**config.mk**
```make
export PLATFORM = sky130hd
export DESIGN_NAME = q2_serial_seq_flat
export DESIGN_NICKNAME = d
export VERILOG_FILES = /design/src/rtl/q2_pkg.sv /design/src/rtl/q2_serial_seq_if.sv /design/src/rtl/q2_shreg.sv /design/src/rtl/q2_serial_seq.sv /design/src/flat_wrapper.sv
export SDC_FILE = /design/constraint.sdc
export NUM_CORES = 1
export LEC_CHECK = 0
export CAP_MARGIN = 20
export CORE_MARGIN = 2
export CORE_UTILIZATION = 43
export CTS_BUF_LIST = sky130_fd_sc_hd__clkbuf_8
export DETAILED_ROUTE_END_ITERATION = 10
export PLACE_DENSITY = 0.81
export SYNTH_ARGS = -nofsm -noshare
export SYNTH_HDL_FRONTEND = slang
export SYNTH_SLANG_ARGS = --single-unit
export TNS_END_PERCENT = 20
```
**constraint.sdc**
```tcl
create_clock -name clk -period 1.2 [get_ports clk]
set_input_delay 0.24 -clock clk [delete_from_list [all_inputs] [get_ports clk]]
set_output_delay 0.24 -clock clk [all_outputs]
set_load 0.005 [all_outputs]
```
**src/rtl/q2_pkg.sv**
```systemverilog
// q2_pkg: shared op encodings and sequencer state enum for the q2 datapath.
package q2_pkg;
    typedef enum logic [1:0] {OP_LOAD = 2'b00, OP_NOR = 2'b01, OP_ADD = 2'b10, OP_SHR = 2'b11} op_e;
    typedef enum logic [1:0] {S_IDLE, S_SHIFT, S_DONE} seq_state_e;
endpackage

```
**src/rtl/q2_serial_seq_if.sv**
```systemverilog
// q2_serial_seq_if: word-level request/result bus between instruction decode and the sequencer.
interface q2_serial_seq_if #(parameter int WIDTH = 8);
    logic             start;
    logic [1:0]       op;
    logic [WIDTH-1:0] operand;
    logic             cin;
    logic             busy;
    logic             done;
    logic [WIDTH-1:0] acc;
    logic             flag;
    logic             zero;
    modport master(output start, op, operand, cin, input busy, done, acc, flag, zero);
    modport slave(input start, op, operand, cin, output busy, done, acc, flag, zero);
endinterface

```
**src/rtl/q2_shreg.sv**
```systemverilog
// q2_shreg: right shift register with parallel load and serial-in at the MSB.
module q2_shreg #(parameter int WIDTH = 8) (
    input  logic             clk,
    input  logic             rst_n,
    input  logic             load,
    input  logic             shift,
    input  logic             sin,
    input  logic [WIDTH-1:0] d,
    output logic [WIDTH-1:0] q
);
    always_ff @(posedge clk or negedge rst_n)
        if (!rst_n) q <= '0;
        else if (load) q <= d;
        else if (shift) q <= {sin, q[WIDTH-1:1]};
endmodule

```
**src/rtl/q2_serial_seq.sv**
```systemverilog
// q2_serial_seq: bit-serial sequencer streaming A and X LSB-first through the q2 ALU.
// Define Q2_SEQ_ZERO_EN to build the result-was-zero register; otherwise zero is tied low.
module q2_serial_seq
    import q2_pkg::*;
#(parameter int WIDTH = 8) (
    input  logic              clk,
    input  logic              rst_n,
    q2_serial_seq_if.slave    bus,
    output logic              alu_a0,
    output logic              alu_x0,
    output logic              alu_x1,
    output logic              alu_f,
    output logic              alu_o0,
    output logic              alu_o1,
    input  logic              alu_out,
    input  logic              alu_cout
);
    localparam int CW = $clog2(WIDTH);
    seq_state_e       state_q, state_d;
    logic [CW-1:0]    cnt_q;
    op_e              op_q;
    logic             f_q;
    logic [WIDTH-1:0] a_q, x_q;
    logic             accept, shifting, last, unused_x;
    assign accept   = state_q == S_IDLE && bus.start;
    assign shifting = state_q == S_SHIFT;
    assign last     = cnt_q == CW'(WIDTH - 1);
    // A is never parallel-loaded: it only changes through the ALU result stream.
    q2_shreg #(.WIDTH(WIDTH)) u_a (.clk, .rst_n, .load(1'b0), .shift(shifting), .sin(alu_out), .d('0), .q(a_q));
    q2_shreg #(.WIDTH(WIDTH)) u_x (.clk, .rst_n, .load(accept), .shift(shifting), .sin(1'b0), .d(bus.operand), .q(x_q));
    always_ff @(posedge clk or negedge rst_n)
        if (!rst_n) state_q <= S_IDLE;
        else state_q <= state_d;
    always_comb begin
        state_d = state_q;
        if (accept) state_d = S_SHIFT;
        else if (shifting && last) state_d = S_DONE;
        else if (state_q == S_DONE) state_d = S_IDLE;
    end
    always_ff @(posedge clk or negedge rst_n)
        if (!rst_n) begin
            cnt_q <= '0;
            op_q  <= OP_LOAD;
            f_q   <= 1'b0;
        end else if (accept) begin
            cnt_q <= '0;
            op_q  <= op_e'(bus.op);
            f_q   <= bus.cin;
        end else if (shifting) begin
            cnt_q <= last ? cnt_q : cnt_q + CW'(1);
            f_q   <= alu_cout;
        end
`ifdef Q2_SEQ_ZERO_EN
    logic zero_q;
    always_ff @(posedge clk or negedge rst_n)
        if (!rst_n) zero_q <= 1'b0;
        else if (accept) zero_q <= 1'b1;
        else if (shifting && alu_out) zero_q <= 1'b0;
    assign bus.zero = zero_q;
`else
    assign bus.zero = 1'b0;
`endif
    assign bus.busy = shifting || state_q == S_DONE;
    assign bus.done = state_q == S_DONE;
    assign bus.acc  = a_q;
    assign bus.flag = f_q;
    assign alu_a0   = a_q[0];
    assign alu_x0   = x_q[0];
    assign alu_x1   = x_q[1];
    assign alu_f    = f_q;
    assign {alu_o1, alu_o0} = op_q;
    assign unused_x = ^x_q;
endmodule

```
**src/flat_wrapper.sv**
```systemverilog
// flat-port wrapper written by rule: the top's interface ports become plain ports
module q2_serial_seq_flat import q2_pkg::*;
#(parameter int WIDTH = 8)
  (clk, rst_n, alu_a0, alu_x0, alu_x1, alu_f, alu_o0, alu_o1, alu_out, alu_cout, bus_start, bus_op, bus_operand, bus_cin, bus_busy, bus_done, bus_acc, bus_flag, bus_zero);
  q2_serial_seq_if #(.WIDTH(WIDTH)) bus_i ();
  input  logic clk;
  input  logic rst_n;
  output logic alu_a0;
  output logic alu_x0;
  output logic alu_x1;
  output logic alu_f;
  output logic alu_o0;
  output logic alu_o1;
  input  logic alu_out;
  input  logic alu_cout;
  input wire logic [$bits(bus_i.start)-1:0] bus_start;
  input wire logic [$bits(bus_i.op)-1:0] bus_op;
  input wire logic [$bits(bus_i.operand)-1:0] bus_operand;
  input wire logic [$bits(bus_i.cin)-1:0] bus_cin;
  output wire logic [$bits(bus_i.busy)-1:0] bus_busy;
  output wire logic [$bits(bus_i.done)-1:0] bus_done;
  output wire logic [$bits(bus_i.acc)-1:0] bus_acc;
  output wire logic [$bits(bus_i.flag)-1:0] bus_flag;
  output wire logic [$bits(bus_i.zero)-1:0] bus_zero;
  assign bus_i.start = bus_start;
  assign bus_i.op = bus_op;
  assign bus_i.operand = bus_operand;
  assign bus_i.cin = bus_cin;
  assign bus_busy = bus_i.busy;
  assign bus_done = bus_i.done;
  assign bus_acc = bus_i.acc;
  assign bus_flag = bus_i.flag;
  assign bus_zero = bus_i.zero;
  q2_serial_seq #(.WIDTH(WIDTH)) u_core (.clk(clk), .rst_n(rst_n), .bus(bus_i), .alu_a0(alu_a0), .alu_x0(alu_x0), .alu_x1(alu_x1), .alu_f(alu_f), .alu_o0(alu_o0), .alu_o1(alu_o1), .alu_out(alu_out), .alu_cout(alu_cout));
endmodule
```
* Word-level counts from Yosys, hierarchy flattened
Index checks and enable logic that the tools add are counted.
Word-level totals: flip-flop bits (word level) 24, input bits 16, word-level logic and storage cells 28
Cells by class: add/sub/neg operators 1, equality and inequality tests 4, muxes and demuxes 10, reductions and logical operators 7
Operators with widths (number):
- 2-to-1 mux 8 bit | 2
- 2-to-1 mux 3 bit | 3
- 2-to-1 mux 2 bit | 3
- adder 3 x 1 -> 3 bit, second input constant | 1
- equality test 3 bit, second input constant | 1
- nonzero test 3 bit | 1
- equality test 2 x 1 -> 1 bit, second input constant | 1
- equality test 2 bit, second input constant | 1
- logical AND 1 bit | 2
- zero test 2 bit | 1
- 2-to-1 mux 1 bit | 2
- != test 2 x 1 -> 1 bit, second input constant | 1
- AND reduction 2 bit | 1
- nonzero test 2 bit | 1
- logical OR 1 bit | 1

* Logic depth before layout (Yosys ltp)
Gate-level depths: netlist (run 1).
depth in word-level cells 4, gate-level depth with buffers 7, gate-level depth less buffers 5

* By module
A second synthesis (run 1) with hierarchy kept.
Second synthesis, totals: cell total of the unflattened synthesis 110, area, all modules 1173.6 um^2
By module, submodules not included:
- q2_shreg | instances 2, cells an instance 34, area each 372.9 um^2
- q2_serial_seq | instances 1, cells an instance 42, area each 427.9 um^2

* Least setup slack after synthesis (run 1)
No wires, ideal clock.
path type register -> register, start point register u_core.cnt_q[0], end point register u_core.cnt_q[1], arrival 1.176 ns, data required time 1.082 ns, slack -0.094 ns, stages on the path, launching flop included 6, path buffers 0, cell sequence dfrtp_1 ha_1 ha_1 nand2b_1 mux2i_1 nor2_1
On the way: longest elaborated chain between the ends 4
RTL lines:
- start, declared | line q2_serial_seq.sv:20 | logic [CW-1:0] cnt_q;
- start signal, assigned | line q2_serial_seq.sv:50 | cnt_q <= last ? cnt_q : cnt_q + CW'(1);
- adder 3 x 1 -> 3 bit | line q2_serial_seq.sv:50
- 2-to-1 mux 3 bit | line q2_serial_seq.sv:50
- 2-to-1 mux 3 bit | line q2_serial_seq.sv:49 | end else if (shifting) begin
- 2-to-1 mux 3 bit | line q2_serial_seq.sv:45 | end else if (accept) begin
Parallel ways exist; a longest one is shown, timed or not. The select of a mux whose other input is x is not followed. A chain may end at the register's enable or synchronous reset.

* Final worst setup path (run 1)
start point register u_core.state_q[1], end point output bus_busy
On the way: longest elaborated chain between the ends 2
RTL lines:
- start, declared | line q2_serial_seq.sv:19 | seq_state_e state_q, state_d;
- start signal, assigned | line q2_serial_seq.sv:33 | else state_q <= state_d;
- equality test 2 x 1 -> 1 bit / equality test 2 bit (equally long branches) | line q2_serial_seq.sv:26, q2_serial_seq.sv:63
- logical OR 1 bit * | line q2_serial_seq.sv:63 | assign bus.busy = shifting || state_q == S_DONE;
- end, declared | line flat_wrapper.sv:20 | output wire logic [$bits(bus_i.busy)-1:0] bus_busy;
Every way passes the cells marked *; elsewhere a longest branch is shown, timed or not.

==> results of run 1 <==
per-stage QoR:
step                instance area [sq um]  TNS (ps)  setup WS [ps]  total power [mW]
detailed placement                   1510     -3610           -191              3.42
CTS                                  1640     -1460           -142              4.06
global route                         1720     -3300           -180              4.66
global placement                     1510     -2790           -163              3.31
finish                               1720     -2090           -134              4.35
floorplan                            1160      -510          -87.2              2.64
metal layers:
metal / vias to the layer above / track usage (%) / part of all wire, %
met1: 386 / 19.3 / 44
met5: - / 0 / 0
li1: 380 / - / -
met4: 0 / 5.23 / 0.97
met3: 2 / 2.33 / 5.0
met2: 25 / 26.5 / 50
cells by family after synthesis:
group	Yosys count	synth area share (%)
other	1	0.327
muxes	20	19.5
AOI/OAI and AO/OA	11	6.11
DFF	24	52.3
and+or+nand+nor	17	6.87
xor gates and xnor gates	1	0.763
buffers and inverters	11	8.61
adders and majority gates	5	5.45
timing repair:
action / in CTS / in global routing
endpoints found under the setup margin: 41 / 32
hold buffers: 0 / 0
buffers inserted: 4 / 1
gates cloned: 1 / 1
pin swaps: 0 / 3
resized for setup: 35 / 15
cell usage after synthesis:
master,count
dfrtp_1,24
mux2i_1,10
nand2_1,10
mux2_2,7
o21ai_1,6
ha_1,5
buf_6,4
buf_4,3
inv_1,3
mux2_4,3
nor2_1,3
o21ai_2,3
nand2b_1,2
a21oi_1,1
a31o_1,1
and2_1,1
buf_12,1
conb_1,1
nand2_4,1
xor2_1,1
registers in the layout (all words and copies together) (netlist names):
register,cells
u_core.u_a.q,8
u_core.state_q,2
u_core.alu_f,1
u_core.op_q,2
u_core.cnt_q,3
u_core.u_x.q,8
final cells by class:
| type | instances | area [sq um] |
|---|---|---|
| Sequential cell | 24 | 601 |
| Tap cell | 30 | 37.5 |
| Inverter | 3 | 11.3 |
| Multi-Input combinational cell | 55 | 524 |
| Clock buffer | 4 | 55.1 |
| Timing Repair Buffer | 45 | 489 |
| Fill cell | 183 | 782 |
worst register-to-register path: stages (launching register included):
cell      delay, ps
dfrtp_1         410
buf_6           130
ha_4            190
buf_12          150
nand2b_4         80
mux2i_1         200
nor2_1           60
power by group:
group | internal (mW) | switching [mW] | total [mW]
Sequential | 1.19 | 0.233 | 1.42
Combinational | 1.49 | 0.893 | 2.38
Clock | 0.293 | 0.254 | 0.547
final timing paths:
| check | startpoint | to | slack, ps | cells past startpoint |
|---|---|---|---|---|
| setup / recovery | u_core.state_q[1]$_DFFE_PN0P_ | bus_busy | -130 | 3 |
| hold / removal | rst_n | u_core.u_a.q[1]$_DFFE_PN0N_ | 320 | 2 |
| setup reg to reg | u_core.state_q[0]$_DFFE_PN0P_ | u_core.cnt_q[1]$_DFFE_PN0P_ | -130 | 6 |
| hold reg to reg | u_core.op_q[0]$_DFFE_PN0N_ | u_core.op_q[0]$_DFFE_PN0N_ | 530 | 1 |
| max in group asynchronous | rst_n | u_core.u_a.q[7]$_DFFE_PN0N_ | 730 | 2 |
| min in group clk | bus_operand[7] | u_core.u_x.q[7]$_DFFE_PN0P_ | 500 | 3 |
==> out/metrics.yaml, run 1 <==
yosys:
  syn_avg_cell_area_sq_um: 12.7
  ys_seq_area_share_pct: 52.3
  yosysUniqueCellTypes: 20
  syn_nets: 111
  synth_area_leader_cell: "dfrtp_1"
  ys_warn_count: 0
  netlist_area_sq_mm: 0.00115
  yosysTopAreaCellShare_pct: 52.3
  synthCells: 90
  ys_ff_latch: 24
  synth.area.top_cells: "dfrtp_1, mux2i_1, mux2_2"
clock_network:
  cts_buffers: 3
  clk_path_buf_depth: 2
  htree_num_levels: 1
  cts_root_buf: "clkbuf_8"
  clock-sinks: 24
  clock_latency_ps: 270
  cts_tree: "built"
  clk_pin_slew_ps: 80
final_layout:
  antenna_cells: 0
  drive_gt1_share_pct: 32.8
  finalNonFillerCells: 161
  final_common_cell: "dfrtp_1"
  final_util_pct: 68.7
  areaGrowthSynthToFinish_pct: 49.7
  most-common-layout-cells: "dfrtp_1, clkdlybuf4s50_1, nand2_1"
  nNetsFinal: 153
sta:
  setup_viol: 25
  fin_ws_ps: -134
  grt_setup_unrepaired: "true"
  finalCritPeriodShare_pct: 111
  finalCriticalPeriod_ps: 1330
  worst_hold_slack_ps: 322
  clock.fmax_mhz: 750
  clock_skew_ps: 4.54
  maxSlewViolCount: 0
  hold_viol: 0
floorplan:
  ioPinCount: 34
  die_h_um: 55.7
  die_w_um: 55.7
  initial_core_util_pct: 45.9
  coreArea_sq_mm: 0.00250
  fp.dieArea_sq_mm: 0.00310
  num_rows: 18
critical_path:
  critPathBufInv: 2
  worstPathMaxFanout: 2
  critPathLaunchType: "flip-flop"
  cp.arrival_ps: 1090
  path_class: "reg -> out"
  required_ps: 960
  end_kind: "primary output"
  cp_top_family: "flip-flops"
  critical_path.max_stage_delay_ps: 410
  slowest_stage: "dfrtp_1"
  path_cells: "inv_2 -> ha_4 -> buf_2"
power_and_ir_drop:
  p_per_area_mw_per_mm2: 2530
  ir_drop_mv: 1.61
  leakage_nw: 0.811
route:
  viasPerCell: 4.93
  drcViolationCount: 0
  dr_total_vias: 793
  routed_wl_mm: 2.26
  wire_per_inst_um: 14.0
  drt-initial-drc-count: 17
  dr.pass1.iters: 4
  postRouteAntennaNets: 0
worst_hold_path:
  min_path_type: "in -> async"
global_route:
  grt_pass1_wl_mm: 3.75
  gr-total-overflow: 0
  grt_max_degree: 25
  grt_pass1_vias: 823
  antenna_found_initial: 0
  track_usage_pct: 15.3
outcome:
  status: "finished with violations"
  violations: "setup timing"
flow_run:
  maxCapViolations: 0
placed_design:
  io_buffers: 32
  hpwl_mm: 1.44
  numPlacedInstances: 150
  gp_congestion: 0.710
Power figures use the tool's default switching activity.
==> run 2: changes to the inputs <==
--- a/config.mk
+++ b/config.mk
@@ -5,13 +5,16 @@
 export SDC_FILE = /design/constraint.sdc
 export NUM_CORES = 1
 export LEC_CHECK = 0
+export ABC_CLOCK_PERIOD_IN_PS = 1200
 export CAP_MARGIN = 20
 export CORE_MARGIN = 2
-export CORE_UTILIZATION = 43
+export CORE_UTILIZATION = 44
 export CTS_BUF_LIST = sky130_fd_sc_hd__clkbuf_8
 export DETAILED_ROUTE_END_ITERATION = 10
-export PLACE_DENSITY = 0.81
+export PLACE_DENSITY = 0.82
+export SKIP_CTS_REPAIR_TIMING = 1
 export SYNTH_ARGS = -nofsm -noshare
 export SYNTH_HDL_FRONTEND = slang
+export SYNTH_HIERARCHICAL = 1
 export SYNTH_SLANG_ARGS = --single-unit
 export TNS_END_PERCENT = 20
==> out/metrics.yaml, run 2 <==
final_layout:
  fill_cells: 184  # +0.55%
  final_common_cell: "nand2_1"
  finalNonFillerCells: 200  # +24%
  largest_registers: "u_core/u_a/q (8), u_core/u_x/q (8), u_core/cnt_q (3)"
  most-common-layout-cells: "nand2_1, dfrtp_1, mux2i_1"
  drive_gt1_share_pct: 18.2  # -15 points
  areaGrowthSynthToFinish_pct: 55.4
  antenna_cells: 0  # unchanged
  nNetsFinal: 192  # +25%
route:
  dr.pass1.iters: 4  # unchanged
  viasPerCell: 4.71  # -4.4%
  wire_per_inst_um: 12.6  # -10%
  dr_total_vias: 942  # +19%
  drcViolationCount: 0  # unchanged
  routed_wl_mm: 2.51  # +11%
  drt-initial-drc-count: 8  # -9
  postRouteAntennaNets: 0  # unchanged
yosys:
  synthCells: 110  # +22%
  ys_seq_area_share_pct: 51.2  # -1.2 points
  synth_top_flop_cell: "dfrtp_1"
  yosysMostFrequentCell: "nand2_1"
  yosysTopAreaCellShare_pct: 51.2  # -1.2 points
  synthArstFlopShare_pct: 100  # unchanged
  syn_avg_cell_area_sq_um: 10.7  # -16%
  synth.area.top_cells: "dfrtp_1, mux2i_1, nand2_1"
  synth_common_cells: "nand2_1, dfrtp_1, mux2i_1, o21ai_1, ha_1"
  synth_area_leader_cell: "dfrtp_1"
  ys_warn_count: 6  # +6
  synth_edf_count: 0  # unchanged
  ys_ff_latch: 24  # unchanged
  netlist_area_sq_mm: 0.00117  # +2.3%
  yosysUniqueCellTypes: 17  # -15%
critical_path:
  r2r_start: "u_core/state_q[1]$_DFFE_PN0P_"
  slowest_stage: "dfrtp_1"
  reg2reg_to: "u_core/u_a/q[2]$_DFFE_PN0P_"
  path_cells: "inv_2 -> ha_1 -> clkbuf_2"
  cp_top_family: "flip-flops"
  end_kind: "primary output"
  reg2reg_slack_ps: -120  # about the same
  cp.arrival_ps: 1090  # about the same
  required_ps: 960  # about the same
  worstPathMaxFanout: 2  # unchanged
  critPathLaunchType: "flip-flop"
  critPathBufInv: 2  # unchanged
  path_class: "reg -> out"
  critical_path.max_stage_delay_ps: 380  # -30 ps
  worst-r2r-cell-count: 6  # unchanged
floorplan:
  num_rows: 18  # unchanged
  die_w_um: 55.6  # about the same
  fp.dieArea_sq_mm: 0.00310  # about the same
  coreArea_sq_mm: 0.00250  # unchanged
  die_h_um: 55.6  # about the same
  initial_core_util_pct: 46.9  # +1.1 points
  ioPinCount: 34  # unchanged
sta:
  hold_viol: 0  # unchanged
  setup_viol: 23  # -8.0%
  maxSlewViolCount: 0  # unchanged
  finalCritPeriodShare_pct: 111  # -0.42 points
  fin_ws_ps: -129  # +5.04 ps
  clock_skew_ps: 6.54  # +2.01 ps
  finalCriticalPeriod_ps: 1330  # -5.04 ps
  grt_setup_unrepaired: "true"
  worst_hold_slack_ps: 320  # -1.76 ps
  clock.fmax_mhz: 752  # +0.38%
power_and_ir_drop:
  leakage_nw: 0.915  # +13%
  ir_drop_mv: 0.782  # -51%
  p_per_area_mw_per_mm2: 955  # -62%
clock_network:
  cts_buffers: 3  # unchanged
  clk_pin_slew_ps: 90  # about the same
  cts_root_buf: "clkbuf_8"
  cts_tree: "built"
  clock-sinks: 24  # unchanged
  htree_num_levels: 1  # unchanged
  clock_latency_ps: 270  # about the same
  clk_path_buf_depth: 2  # unchanged
placed_design:
  gp_congestion: 0.795  # +12%
  io_buffers: 32  # unchanged
  numPlacedInstances: 192  # +28%
  hpwl_mm: 1.76  # +22%
outcome:
  status: "finished with violations"
  violations: "setup timing"
global_route:
  gr-total-overflow: 0  # unchanged
  antenna_found_initial: 0  # unchanged
  grt_pass1_wl_mm: 4.13  # +9.9%
  grt_pass1_vias: 937  # +14%
  track_usage_pct: 16.4  # +1.2 points
  grt_max_degree: 25  # unchanged
worst_hold_path:
  min_path_type: "in -> async"
flow_run:
  maxCapViolations: 0  # unchanged
-- run 2: changes by cell type after synthesis, sizes merged --
cell,change
buf,-1
mux2i,+9
and2,-1
nand2,+15
a31o,-1
o21ai,+8
mux2,-10
nand3b,+1
-- run 2: worst max-delay path by stage --
| stage | from | endpoint | slack, ps | cells after the start |
|---|---|---|---|---|
| 5_1_grt | u_core/state_q[1]$_DFFE_PN0P_ | u_core/u_a/q[7]$_DFFE_PN0P_ | -180 | 6 |
| 2_1_floorplan | u_core/cnt_q[0]$_DFFE_PN0P_ | u_core/cnt_q[0]$_DFFE_PN0P_ | -1 | 5 |
| 3_3_place_gp | u_core/state_q[0]$_DFFE_PN0P_ | bus_busy | -170 | 3 |
| 3_5_place_dp | u_core/state_q[1]$_DFFE_PN0P_ | bus_busy | -200 | 3 |
| 6_report | u_core/state_q[0]$_DFFE_PN0P_ | bus_busy | -130 | 3 |
| 4_1_cts | u_core/state_q[1]$_DFFE_PN0P_ | bus_busy | -490 | 3 |
-- run 2: layout make-up --
cell class / instances / area (sq um) / area share [%]
flip-flops and latches: 24 / 601 / 32.9
inverters: 3 / 16.3 / 0.892
multi-input cells: 92 / 597 / 32.7
clock buffers: 3 / 41.3 / 2.26
clock inverters: 1 / 30.0 / 1.65
well taps: 30 / 37.5 / 2.06
repair buffers: 47 / 502 / 27.5
-- run 2: metal layers --
| metal | wire length, um | vias to the layer above | GRT usage [%] |
|---|---|---|---|
| li1 | - | 467 | - |
| met5 | 0 | - | 0 |
| met3 | 130 | 2 | 3.26 |
| met4 | 16 | 0 | 3.14 |
| met1 | 1080 | 447 | 19.9 |
| met2 | 1290 | 26 | 30.3 |
-- run 2: power breakdown --
| part | total [mW] | switching [mW] | internal (mW) |
|---|---|---|---|
| logic | 0.190 | 0.0721 | 0.118 |
| clock network | 0.702 | 0.257 | 0.446 |
| registers | 0.849 | 0.0171 | 0.832 |
| total | 1.74 | 0.346 | 1.40 |
-- run 2: logic make-up after synthesis --
| kind of cell | Yosys count | synth area share [%] |
|---|---|---|
| simple gates | 32 | 11.8 |
| flops | 24 | 51.2 |
| mux | 19 | 16.2 |
| compound gates | 18 | 7.68 |
| buf+inv | 10 | 6.72 |
| fa+ha+maj | 5 | 5.33 |
| other cells | 1 | 0.320 |
| xor+xnor | 1 | 0.746 |
-- run 2: metrics by stage --
step / setup TNS (ps) / area [sq um] / util, % / setup WS [ps] / total power [mW]
4_1_cts: -5890 / 1730 / 69.3 / -494 / 1.74
3_5_place_dp: -2060 / 1660 / 66.5 / -198 / 1.04
2_1_floorplan: -1.15 / 1250 / - / -1.15 / 0.917
3_3_place_gp: -683 / 1660 / 66.5 / -167 / 1.04
6_report: -1520 / 1820 / 73.0 / -129 / 1.74
5_1_grt: -3180 / 1820 / 73.0 / -179 / 1.79
